===== config.mk =====
export PLATFORM = sky130hd
export DESIGN_NAME = csr_access_unit
export DESIGN_NICKNAME = d
export VERILOG_FILES = /design/src/rtl/csr_access_unit.sv
export SDC_FILE = /design/constraint.sdc
export NUM_CORES = 1
export LEC_CHECK = 0
export BUFFER_PORTS_ARGS = -buffer_cell sky130_fd_sc_hd__buf_2
export CORE_UTILIZATION = 40
export DETAILED_ROUTE_END_ITERATION = 10
export PLACE_DENSITY = 0.67
export SLEW_MARGIN = 10
export SYNTH_ARGS = -nofsm -noshare
export SYNTH_HDL_FRONTEND = slang
export SYNTH_SLANG_ARGS = --single-unit

===== constraint.sdc =====
create_clock -name clk -period 2 [get_ports clk]
set_input_delay 0.2 -clock clk [delete_from_list [all_inputs] [get_ports clk]]
set_output_delay 0.2 -clock clk [all_outputs]
set_load 0.02 [all_outputs]

===== src/rtl/csr_access_unit.sv =====
// Zicsr requester-side sequencer: decodes one CSR instruction, reads/writes the CSR file over
// a handshaked port and returns the old value. Optional read-only check: define CSR_RO_CHECK_EN.
module csr_access_unit #(
  parameter int XLEN   = 32,
  parameter int CSR_AW = 12
) (
  input  logic              clk,
  input  logic              rst,
  // pipeline request
  input  logic              i_req_valid,
  output logic              o_req_ready,
  input  logic [2:0]        i_funct3,
  input  logic [CSR_AW-1:0] i_csr_addr,
  input  logic [XLEN-1:0]   i_rs1_data,
  input  logic [4:0]        i_zimm,
  input  logic              i_rd_zero,
  // pipeline response
  output logic              o_resp_valid,
  input  logic              i_resp_ready,
  output logic [XLEN-1:0]   o_rd_data,
  output logic              o_illegal,
  // CSR file port
  output logic              o_csr_rd_en,
  output logic [CSR_AW-1:0] o_csr_addr,
  input  logic [XLEN-1:0]   i_csr_rdata,
  input  logic              i_csr_rvalid,
  output logic              o_csr_wr_en,
  output logic [XLEN-1:0]   o_csr_wdata,
  input  logic              i_csr_wack
);

  typedef enum logic [1:0] {
    S_IDLE,
    S_RD,
    S_WR,
    S_RESP
  } state_e;

  // funct3[1:0] selects the operation class; funct3[2] only selects the operand source.
  typedef enum logic [1:0] {
    OP_ILL = 2'b00,
    OP_RW  = 2'b01,
    OP_RS  = 2'b10,
    OP_RC  = 2'b11
  } op_e;

  state_e            state_q;
  op_e               op_q;
  logic [XLEN-1:0]   operand_q;
  logic              wr_skip_q;
  logic              req_ready_q;
  logic              resp_valid_q;
  logic              illegal_q;
  logic [XLEN-1:0]   rd_data_q;
  logic              csr_rd_en_q;
  logic              csr_wr_en_q;
  logic [CSR_AW-1:0] csr_addr_q;
  logic [XLEN-1:0]   csr_wdata_q;

  op_e             op_in;
  logic [XLEN-1:0] operand_in;
  logic            wr_skip_in;
  logic            rd_skip_in;
  logic            ro_fault_in;
  logic            illegal_in;

  function automatic logic [XLEN-1:0] new_value(input op_e op, input logic [XLEN-1:0] old_v,
                                                input logic [XLEN-1:0] operand);
    logic [XLEN-1:0] res;
    case (op)
      OP_RW:   res = operand;
      OP_RS:   res = old_v | operand;
      OP_RC:   res = old_v & ~operand;
      default: res = '0;
    endcase
    return res;
  endfunction

  assign op_in      = op_e'(i_funct3[1:0]);
  assign operand_in = i_funct3[2] ? {{(XLEN-5){1'b0}}, i_zimm} : i_rs1_data;
  // Set/clear with a zero rs1 field is a pure read; RW with rd=x0 is a pure write.
  assign wr_skip_in = ((op_in == OP_RS) || (op_in == OP_RC)) && (i_zimm == 5'd0);
  assign rd_skip_in = (op_in == OP_RW) && i_rd_zero;

`ifdef CSR_RO_CHECK_EN
  assign ro_fault_in = (i_csr_addr[CSR_AW-1 -: 2] == 2'b11) && !wr_skip_in;
`else
  assign ro_fault_in = 1'b0;
`endif

  assign illegal_in = (op_in == OP_ILL) || ro_fault_in;

  // NOTE: all state below is sequential and uses non-blocking assignments only, so every
  // register samples the values from before the edge regardless of statement order.
  always_ff @(posedge clk) begin
    if (rst) begin
      state_q      <= S_IDLE;
      op_q         <= OP_ILL;
      operand_q    <= '0;
      wr_skip_q    <= 1'b0;
      req_ready_q  <= 1'b0;
      resp_valid_q <= 1'b0;
      illegal_q    <= 1'b0;
      rd_data_q    <= '0;
      csr_rd_en_q  <= 1'b0;
      csr_wr_en_q  <= 1'b0;
      csr_addr_q   <= '0;
      csr_wdata_q  <= '0;
    end else begin
      case (state_q)
        S_IDLE: begin
          req_ready_q <= 1'b1;
          if (i_req_valid && req_ready_q) begin
            req_ready_q <= 1'b0;
            op_q        <= op_in;
            operand_q   <= operand_in;
            wr_skip_q   <= wr_skip_in;
            csr_addr_q  <= i_csr_addr;
            rd_data_q   <= '0;
            illegal_q   <= 1'b0;
            if (illegal_in) begin
              illegal_q    <= 1'b1;
              resp_valid_q <= 1'b1;
              state_q      <= S_RESP;
            end else if (rd_skip_in) begin
              // Skipped read means the old value is taken as zero.
              csr_wr_en_q <= 1'b1;
              csr_wdata_q <= new_value(op_in, '0, operand_in);
              state_q     <= S_WR;
            end else begin
              csr_rd_en_q <= 1'b1;
              state_q     <= S_RD;
            end
          end
        end

        S_RD: begin
          if (i_csr_rvalid) begin
            csr_rd_en_q <= 1'b0;
            rd_data_q   <= i_csr_rdata;
            if (wr_skip_q) begin
              resp_valid_q <= 1'b1;
              state_q      <= S_RESP;
            end else begin
              csr_wr_en_q <= 1'b1;
              csr_wdata_q <= new_value(op_q, i_csr_rdata, operand_q);
              state_q     <= S_WR;
            end
          end
        end

        S_WR: begin
          if (i_csr_wack) begin
            csr_wr_en_q  <= 1'b0;
            resp_valid_q <= 1'b1;
            state_q      <= S_RESP;
          end
        end

        S_RESP: begin
          if (i_resp_ready) begin
            resp_valid_q <= 1'b0;
            req_ready_q  <= 1'b1;
            state_q      <= S_IDLE;
          end
        end

        default: state_q <= S_IDLE;
      endcase
    end
  end

  assign o_req_ready  = req_ready_q;
  assign o_resp_valid = resp_valid_q;
  assign o_rd_data    = rd_data_q;
  assign o_illegal    = illegal_q;
  assign o_csr_rd_en  = csr_rd_en_q;
  assign o_csr_wr_en  = csr_wr_en_q;
  assign o_csr_addr   = csr_addr_q;
  assign o_csr_wdata  = csr_wdata_q;

endmodule


# ---- Word level (Yosys, flattened, before mapping)
# Index checks and enable logic that the tools add are counted.
dict set report word_totals {
  wordCells 96
  output_inout_bits 81
  register_bits 118
}
dict set report classes {
  n_reduce_logical 19
  n_eq_ne 19
  n_bitwise 3
  n_mux 43
}
# cell n
set ops {}
lappend ops {{$mux 32} 9}
lappend ops {{$pmux 32 s2} 2}
lappend ops {{$pmux 32 s3} 1}
lappend ops {{$and 32x32->32} 1}
lappend ops {{$not 32->32} 1}
lappend ops {{$or 32x32->32} 1}
lappend ops {{$mux 1} 20}
lappend ops {{$ne 2x2->1 const B} 10}
lappend ops {{$eq 2x2->1 const B} 6}
lappend ops {{$mux 2} 6}
lappend ops {{$reduce_and 6->1} 2}
lappend ops {{$pmux 2 s4} 1}
lappend ops {{$reduce_and 7->1} 1}
lappend ops {{$eq 2x1->1 const B} 3}
lappend ops {{$logic_not 5->1} 1}
lappend ops {{$reduce_and 5->1} 1}
lappend ops {{$logic_not 2->1} 2}
lappend ops {{$pmux 1 s2} 2}
lappend ops {{$pmux 1 s4} 1}
lappend ops {{$reduce_and 2->1} 2}
lappend ops {{$reduce_and 4->1} 1}
lappend ops {{$reduce_bool 2->1} 2}
lappend ops {{$logic_and 1x1->1} 3}
lappend ops {{$pmux 1 s3} 1}
lappend ops {{other kinds (4)} 4}

# ---- Logic depth before layout (Yosys ltp)
# Gate-level depths: netlist (run 1).
dict set report depth {
  depth_word 7
  mapped_depth 9
  ltp_nobuf 6
}

# ---- Worst setup path before layout (run 1)
# Ideal clock, no wire load.
dict set report synth_path {
  path_type {flip-flop to flip-flop}
  startpoint {register state_q[0]}
  endpoint {register csr_wdata_q[22], in the netlist o_csr_wdata[22]}
  setup_time_ns 0.088
  synth_period_minus_slack_ns 1.877
  setup_slack_ns 0.123
  n_path_buf 3
  required_time_ns 1.912
  path_stages_with_launch 10
  arrival_ns 1.789
  path_cell_list {dfxtp_1 > inv_1 > ha_1 > mux2_4 > and2_4 > buf_6 > and2_1 > buf_6 > buf_6 > a311oi_2}
}
dict set report synth_between {
  elab_chain_cells 3
  word_cells_on_any_way 10
  classes_between {eq/ne (6); mux (1); reduce/logical (3)}
}
# item line_no
set synth_lines {}
lappend synth_lines {{start: declaration} 47} ;# state_e state_q;
lappend synth_lines {{start signal: assignment} 97} ;# state_q <= S_IDLE;
lappend synth_lines {{start signal: assignment} 124} ;# state_q <= S_RESP;
lappend synth_lines {{start signal: assignment} 129} ;# state_q <= S_WR;
lappend synth_lines {{$eq 2x1->1 or $logic_not 2->1 (tied branches)} 110} ;# case (state_q)
lappend synth_lines {{$ne 2x2->1 (no line) or $reduce_bool 2->1 (tied branches)} -}
lappend synth_lines {{$reduce_and 6->1 (no line)} -}
lappend synth_lines {{end signal: assignment} 128} ;# csr_wdata_q <= new_value(op_in, '0, operand_in);
lappend synth_lines {{end signal: assignment} 146} ;# csr_wdata_q <= new_value(op_q, i_csr_rdata, operand_q);
lappend synth_lines {{end: declaration} 58} ;# logic [XLEN-1:0] csr_wdata_q;
# Parallel ways exist; a longest one is shown, timed or not.
# A chain may end at the register's enable or synchronous reset.

# ---- Worst setup path after layout (run 1)
dict set report layout_path {
  startpoint {register state_q[1]}
  endpoint {register state_q[0]}
}
dict set report layout_between {
  elab_chain_cells 3
  word_cells_on_any_way 10
  classes_between {eq/ne (7); mux (1); reduce/logical (2)}
}
# item line_no
set layout_lines {}
lappend layout_lines {{$eq 2x2->1 (tied with other cells)} 110}
lappend layout_lines {{$ne 2x2->1 (no line)} -}
lappend layout_lines {{$reduce_and 4->1 (no line)} -}
# Parallel ways exist; a longest one is shown, timed or not.

==> results of run 1 <==
## what timing repair did
action	in CTS	in global routing
hold buffers	0	0
gates resized for setup	1	5
setup buffers	0	0
setup endpoints to repair	6	52
## metrics by stage
| step | setup TNS (ns) | worst slack [ns] |
|---|---|---|
| floorplan | 0 | 0.123 |
| global placement | 0 | 0.0603 |
| detailed placement | -0.000882 | -0.000882 |
| CTS | 0 | 0.0294 |
| global route | 0 | 0.00340 |
| finish | 0 | 0.133 |
## how the worst min path moves through the flow
stage | start | end
3_3_place_gp | o_csr_addr[11] | o_csr_addr[11]
3_5_place_dp | o_csr_addr[11] | o_csr_addr[11]
2_1_floorplan | i_csr_addr[0] | o_csr_addr[0]
4_1_cts | i_csr_addr[10] | o_csr_addr[10]
5_1_grt | i_csr_addr[7] | o_csr_addr[7]
6_report | i_csr_addr[9] | o_csr_addr[9]
## layout make-up
type / instances / area share
sequential: 118 / 0.319
clock buffer: 28 / 0.0751
clock inverter: 2 / 0.00135
inverter: 7 / 0.00354
timing repair buffer: 196 / 0.156
tap: 180 / 0.0304
multi-input combinational: 477 / 0.415
## worst max-delay path, delay by kind of cell, from the launching register on
family / cells / cell delay, ns
AO/OA/AOI/OAI: 2 / 0.67
adder cells (fa/ha/maj): 1 / 0.24
buffers and inverters: 1 / 0.12
flip-flops: 1 / 0.38
multiplexers: 1 / 0.26
AND/OR/NAND/NOR: 1 / 0.05
## power groups by stage
stage | sequential [uW] | combinational (uW) | clock [uW]
after floorplan | 3500 | 2220 | 0
after global placement | 3130 | 3840 | 0
after detailed placement | 3130 | 3870 | 0
after CTS | 3090 | 3880 | 2930
after global routing | 3140 | 4220 | 3050
final | 3090 | 3910 | 2880
## logic make-up (layout without fill, tap and decap cells)
family / count (synthesis) / after routing / share of synthesized area
xor+xnor: 1 / 1 / 0.00154
buf+inv: 68 / 233 / 0.0536
mux: 25 / 25 / 0.0448
simple gates: 237 / 237 / 0.199
flops: 118 / 118 / 0.415
fa+ha+maj: 9 / 9 / 0.0198
compound gates: 205 / 205 / 0.267
## sequential cells by signal (all words and copies together), names as in the netlist, 2 cells and up
signal       count
state_q          2
operand_q       32
o_csr_addr      12
o_rd_data       32
o_csr_wdata     32
op_q             2
## synth_stat cells, types with 2 or more instances
cell	n	area share
mux2i_1	24	0.042
ha_1	9	0.020
a21oi_1	81	0.071
nand2_1	97	0.064
a311oi_1	3	0.0046
buf_2	10	0.0088
buf_1	3	0.0020
nand2b_1	36	0.040
nand3b_1	28	0.037
buf_6	5	0.0099
and3_1	2	0.0022
o21ai_0	10	0.0088
clkbuf_1	43	0.028
a21boi_0	11	0.014
nor2_1	55	0.036
nand3_1	11	0.0097
a211oi_1	8	0.011
inv_1	7	0.0046
a22oi_1	49	0.065
a21o_1	5	0.0066
a311oi_2	13	0.034
a211oi_2	17	0.037
nor2b_1	4	0.0044
dfxtp_1	118	0.41
## metal layers
layer | vias to the layer above | global-route usage | wire length [um]
met5 | - | 0 | 0
met4 | 0 | 0.0965 | 354
met3 | 23 | 0.0526 | 851
met2 | 164 | 0.350 | 7470
met1 | 2505 | 0.306 | 7710
li1 | 2645 | - | -
==> flow_metrics.tcl, run 1 <==
set metrics [dict create \
    outcome "finished clean" \
    fp.dieArea_um2 14700 \
    fraction_of_registers_with_async_set_reset 0 \
    critPathArrivalTime_ns 2.14 \
    drtAntennaViolNets 0 \
    die_h_um 121 \
    postPlaceCellArea_um2 6830 \
    slew-limit-headroom 0.394 \
    crit_end "state_q[0]" \
    final-instance-count-excl-fill 1008 \
    final_cell_mix "buf_2, dfxtp_1, nand2_1" \
    netlist-cell-type-count 38 \
    drt-vias-per-instance 5.29 \
    seq_area_um2 2360 \
    ys_ff_latch 118 \
    filler_cell_count 1346 \
    worst_setup_path_startpoint "state_q[1]" \
    finalHoldWorstSlack_ns 0.0208 \
    crit-reg2reg-capture "state_q[0]" \
    cells_after_dpl 978 \
    holdPathStages 3 \
    timing.rr.start "state_q[1]" \
    clock_path_buffers 2 \
    htree_num_levels 4 \
    design.final.nets 917 \
    routed-via-count 5337 \
    min-delay-path-class "primary input to flip-flop" \
    clk_root_buffer_cell "clkbuf_16" \
    grt_max_degree 49 \
    p_total_uw 9880 \
    drt_iter0_markers 311 \
    slew_violations 0 \
    synth_warnings 0 \
    rows 43 \
    remaining_drc_errors 0 \
    cts.sinks 118 \
    layout.core_utilization 0.534 \
    worst_ir_drop_vdd_mv 0.766 \
    floorplan.core_area_um2 13900 \
    power.share.combinational 0.396 \
    finalInstanceArea_um2 7420 \
    die_w_um 121 \
    crit_path_max_fanout 6 \
    p_sw_frac 0.380 \
    worstPathCellList "inv_1, ha_2, a21boi_0, a2111oi_4, mux2i_1, nor2_1" \
    clk-insertion-delay-late_ns 0.41 \
    leakagePower_uw 0.00298 \
    r2r_setup_slack_ns 0.13 \
    power_density_nw_per_um2 1330 \
    cts_made_buffers 17 \
    critPathMaxStageDelay_ns 0.49 \
    rsz0062_at_grt "false" \
    finalHoldViolCount 0 \
    startpoint_type_of_the_worst_setup_path "flip-flop" \
    net-switching-power_uw 3750 \
    io_buffers 171 \
    worstRegToRegCells 6 \
    drt-total-wl_um 16400 \
    reg_power_frac 0.313 \
    finalSetupViolations 0 \
    detail_route.wl_per_cell_um 16.3 \
    synth.cell_area_um2 5700 \
    antenna_found_initial 0 \
    track_usage 0.229 \
    synth_seq_area_share 0.415 \
    area_delta_synth_final_pct 30.1 \
    maxCapViolCount 0 \
    post-route-period-util 0.933 \
    tritoncts "built" \
    grt.overflow.total 0 \
    period_minus_slack_ns 1.87 \
    worst_pin_slew_ns 0.905 \
    ys_dominant_reg_cell "dfxtp_1" \
    via_count_of_the_first_global_routing_pass 4914 \
    critical_path.endpoint_type "flip-flop" \
    io_pins 172 \
    total_area_of_multi_input_combinational_cells_um2 3080 \
    most_common_cell_after_layout_fill_and_taps_aside "buf_2" \
    insertedDiodeCount 0 \
    postSynthCellCount 663 \
    gp_congestion 0.813 \
    achievable-frequency_ghz 0.536 \
    floorplan.initialDensity 0.410 \
    cp_data_required_time_ns 2.28 \
    finalClockSkew_ns 0.00667 \
    timing.setup.critical_path_class "flip-flop to flip-flop" \
    clock_power_share 0.291 \
    layout-drive-gt1-share 0.324 \
    clk_pin_slew_worst_paths_ns 0.05 \
    cell_internal_pwr_uw 6130 \
    mean_post_synth_cell_area_um2 8.59 \
    grt_pass1_wl_um 25800 \
    synth_edf_count 0 \
    hpwl_um 11100 \
    synthesis.nets 763 \
    worst_path_max_delay_cell "a2111oi_4" \
    drt_pre_antenna_iters 5 \
]
Power figures use the tool's default switching activity.
==> inputs of run 2 (changes only) <==
ABC_AREA = 1   (was not set)
==> flow_metrics.tcl, run 2 <==
set metrics [dict create \
    drt_iter0_markers 332 \
    post_synth_main_area_contributors "dfxtp_1, nand2_1, nor2_1" \
    htree_num_levels 4 \
    worst_setup_path_startpoint "state_q[1]" \
    tritoncts "built" \
    clk_pin_slew_worst_paths_ns 0.05 \
    drt-vias-per-instance 4.79 \
    clock_path_buffers 2 \
    power_density_nw_per_um2 1410 \
    fp.dieArea_um2 14900 \
    slew_violations 0 \
    detail_route.wl_per_cell_um 13.4 \
    period_minus_slack_ns 1.79 \
    ys_ff_latch 118 \
    finalClockSkew_ns 0.00427 \
    cells_after_dpl 1233 \
    final-instance-count-excl-fill 1274 \
    ys_dominant_reg_cell "dfxtp_1" \
    min-delay-path-class "primary input to flip-flop" \
    mean_post_synth_cell_area_um2 6.35 \
    post-route-period-util 0.894 \
    hpwl_um 11500 \
    worst_pin_slew_ns 0.564 \
    cp_data_required_time_ns 2.35 \
    design.final.nets 1180 \
    synth_top_area_share 0.409 \
    clk-insertion-delay-late_ns 0.42 \
    holdBufCountCts 8 \
    slew-limit-headroom 0.624 \
    synth_edf_count 0 \
    drt-total-wl_um 17100 \
    via_count_of_the_first_global_routing_pass 5554 \
    worst_path_dominant_cell_family "buffers and inverters" \
    top_cells_by_count_synth "nand2_1, nor2_1, dfxtp_1, inv_1, a21oi_1" \
    netlist-cell-type-count 25 \
    maxCapViolCount 0 \
    synth.cell_area_um2 5780 \
    antenna_found_initial 1 \
    routed-via-count 6104 \
    cts.sinks 118 \
    die_w_um 122 \
    synth_seq_area_share 0.409 \
    most_common_cell_after_layout_fill_and_taps_aside "nand2_1" \
    startpoint_type_of_the_worst_setup_path "flip-flop" \
    critPathMaxStageDelay_ns 0.33 \
    path_buf_inv 3 \
    drt_pre_antenna_iters 6 \
    tns_ns 0 \
    timing.rr.start "state_q[1]" \
    synthesis.nets 1010 \
    remaining_drc_errors 0 \
    worstPathCellList "inv_1, ha_1, nand2_1, nand2_2, inv_1, nand2_2, buf_4, nand2_1, a21oi_1" \
    post-synth-top-area-cell "dfxtp_1" \
    track_usage 0.240 \
    area_delta_synth_final_pct 29.8 \
    worst_ir_drop_vdd_mv 0.726 \
    r2r_setup_slack_ns 0.21 \
    cts_made_buffers 17 \
    crit_path_max_fanout 21 \
    rsz0062_at_grt "false" \
    grt.overflow.total 0 \
    io_buffers 171 \
    final_cell_mix "nand2_1, buf_2, nor2_1" \
    grt_max_degree 46 \
    critPathArrivalTime_ns 2.14 \
    finalSetupViolations 0 \
    fraction_of_registers_with_async_set_reset 0 \
    grt_pass1_wl_um 27700 \
    drtAntennaViolNets 0 \
    filler_cell_count 1396 \
    leakagePower_uw 0.00387 \
    io_pins 172 \
    postSynthCellCount 910 \
    worst_path_max_delay_cell "dfxtp_1" \
    layout-drive-gt1-share 0.220 \
    clk_root_buffer_cell "clkbuf_16" \
    crit-reg2reg-capture "o_rd_data[15]" \
    worstRegToRegCells 9 \
    outcome "finished clean" \
    post_cts_resize_count 0 \
    rows 43 \
    synthMostInstantiatedCell "nand2_1" \
    cts_post_setup_buffers_inserted 0 \
    gp_congestion 0.832 \
    timing.setup.critical_path_class "flip-flop to flip-flop" \
    floorplan.initialDensity 0.413 \
    die_h_um 122 \
    floorplan.core_area_um2 14000 \
    critical_path.endpoint_type "flip-flop" \
    finalHoldViolCount 0 \
    cp_num_cells 9 \
    achievable-frequency_ghz 0.559 \
    crit_end "o_rd_data[15]" \
    synth_warnings 0 \
]
run 2: where the power goes:
part	internal [uW]	leakage [uW]	switching, uW
clock	1860	0.000286	1070
sequential	3020	0.000962	346
combinational	1400	0.00262	2860
total	6280	0.00387	4270
run 2: kinds of logic after synthesis:
logic type,after synthesis,share of synthesized area
buf+inv,160,0.113
compound gates,139,0.123
simple gates,484,0.336
flops,118,0.409
fa+ha+maj,9,0.0195
run 2: stage by stage:
stage	setup WS, ns	power, uW	util	hold WS, ns	area, um2
after floorplan	0.365	6270	-	0.335	5780
after global placement	0.272	7600	0.489	0.421	6840
after detailed placement	0.242	7640	0.489	0.435	6840
after CTS	0.218	10600	0.536	0.000210	7490
after global routing	0.0372	11300	0.536	0.00420	7500
final	0.213	10500	0.536	0.0102	7500
run 2: metal layers:
metal	up-vias	track usage	share of wire
met1	2727	0.314	0.45
li1	3145	-	-
met4	0	0.0922	0.021
met3	29	0.0618	0.071
met2	203	0.378	0.46
met5	-	0	0
run 2: how the worst min path moves through the flow:
stage	depth (start not counted)	to	slack, ns	startpoint
after global placement	3	o_csr_addr[1]	0.42	i_csr_addr[1]
after global routing	3	o_csr_addr[0]	0.004	i_csr_addr[0]
after detailed placement	3	o_csr_addr[5]	0.44	i_csr_addr[5]
after floorplan	2	o_csr_addr[0]	0.33	i_csr_addr[0]
after CTS	3	o_csr_addr[5]	0.0002	i_csr_addr[5]
final	3	o_csr_addr[5]	0.01	i_csr_addr[5]
run 2: layout make-up:
| cell class | instances | area [um2] | area share |
|---|---|---|---|
| Antenna cell | 1 | 2.50 | 0.000334 |
| Clock inverter | 8 | 71.3 | 0.00951 |
| Sequential cell | 118 | 2360 | 0.315 |
| Timing Repair Buffer | 203 | 1150 | 0.154 |
| Clock buffer | 24 | 502 | 0.0669 |
| Tap cell | 180 | 225 | 0.0300 |
| Multi-Input combinational cell | 632 | 2780 | 0.370 |
| Inverter | 108 | 405 | 0.0541 |
run 2: worst min-delay path, stage by stage:
cell	delay, ns
buf_2	0.08
nor2_1	0.03
nor2_1	0.08
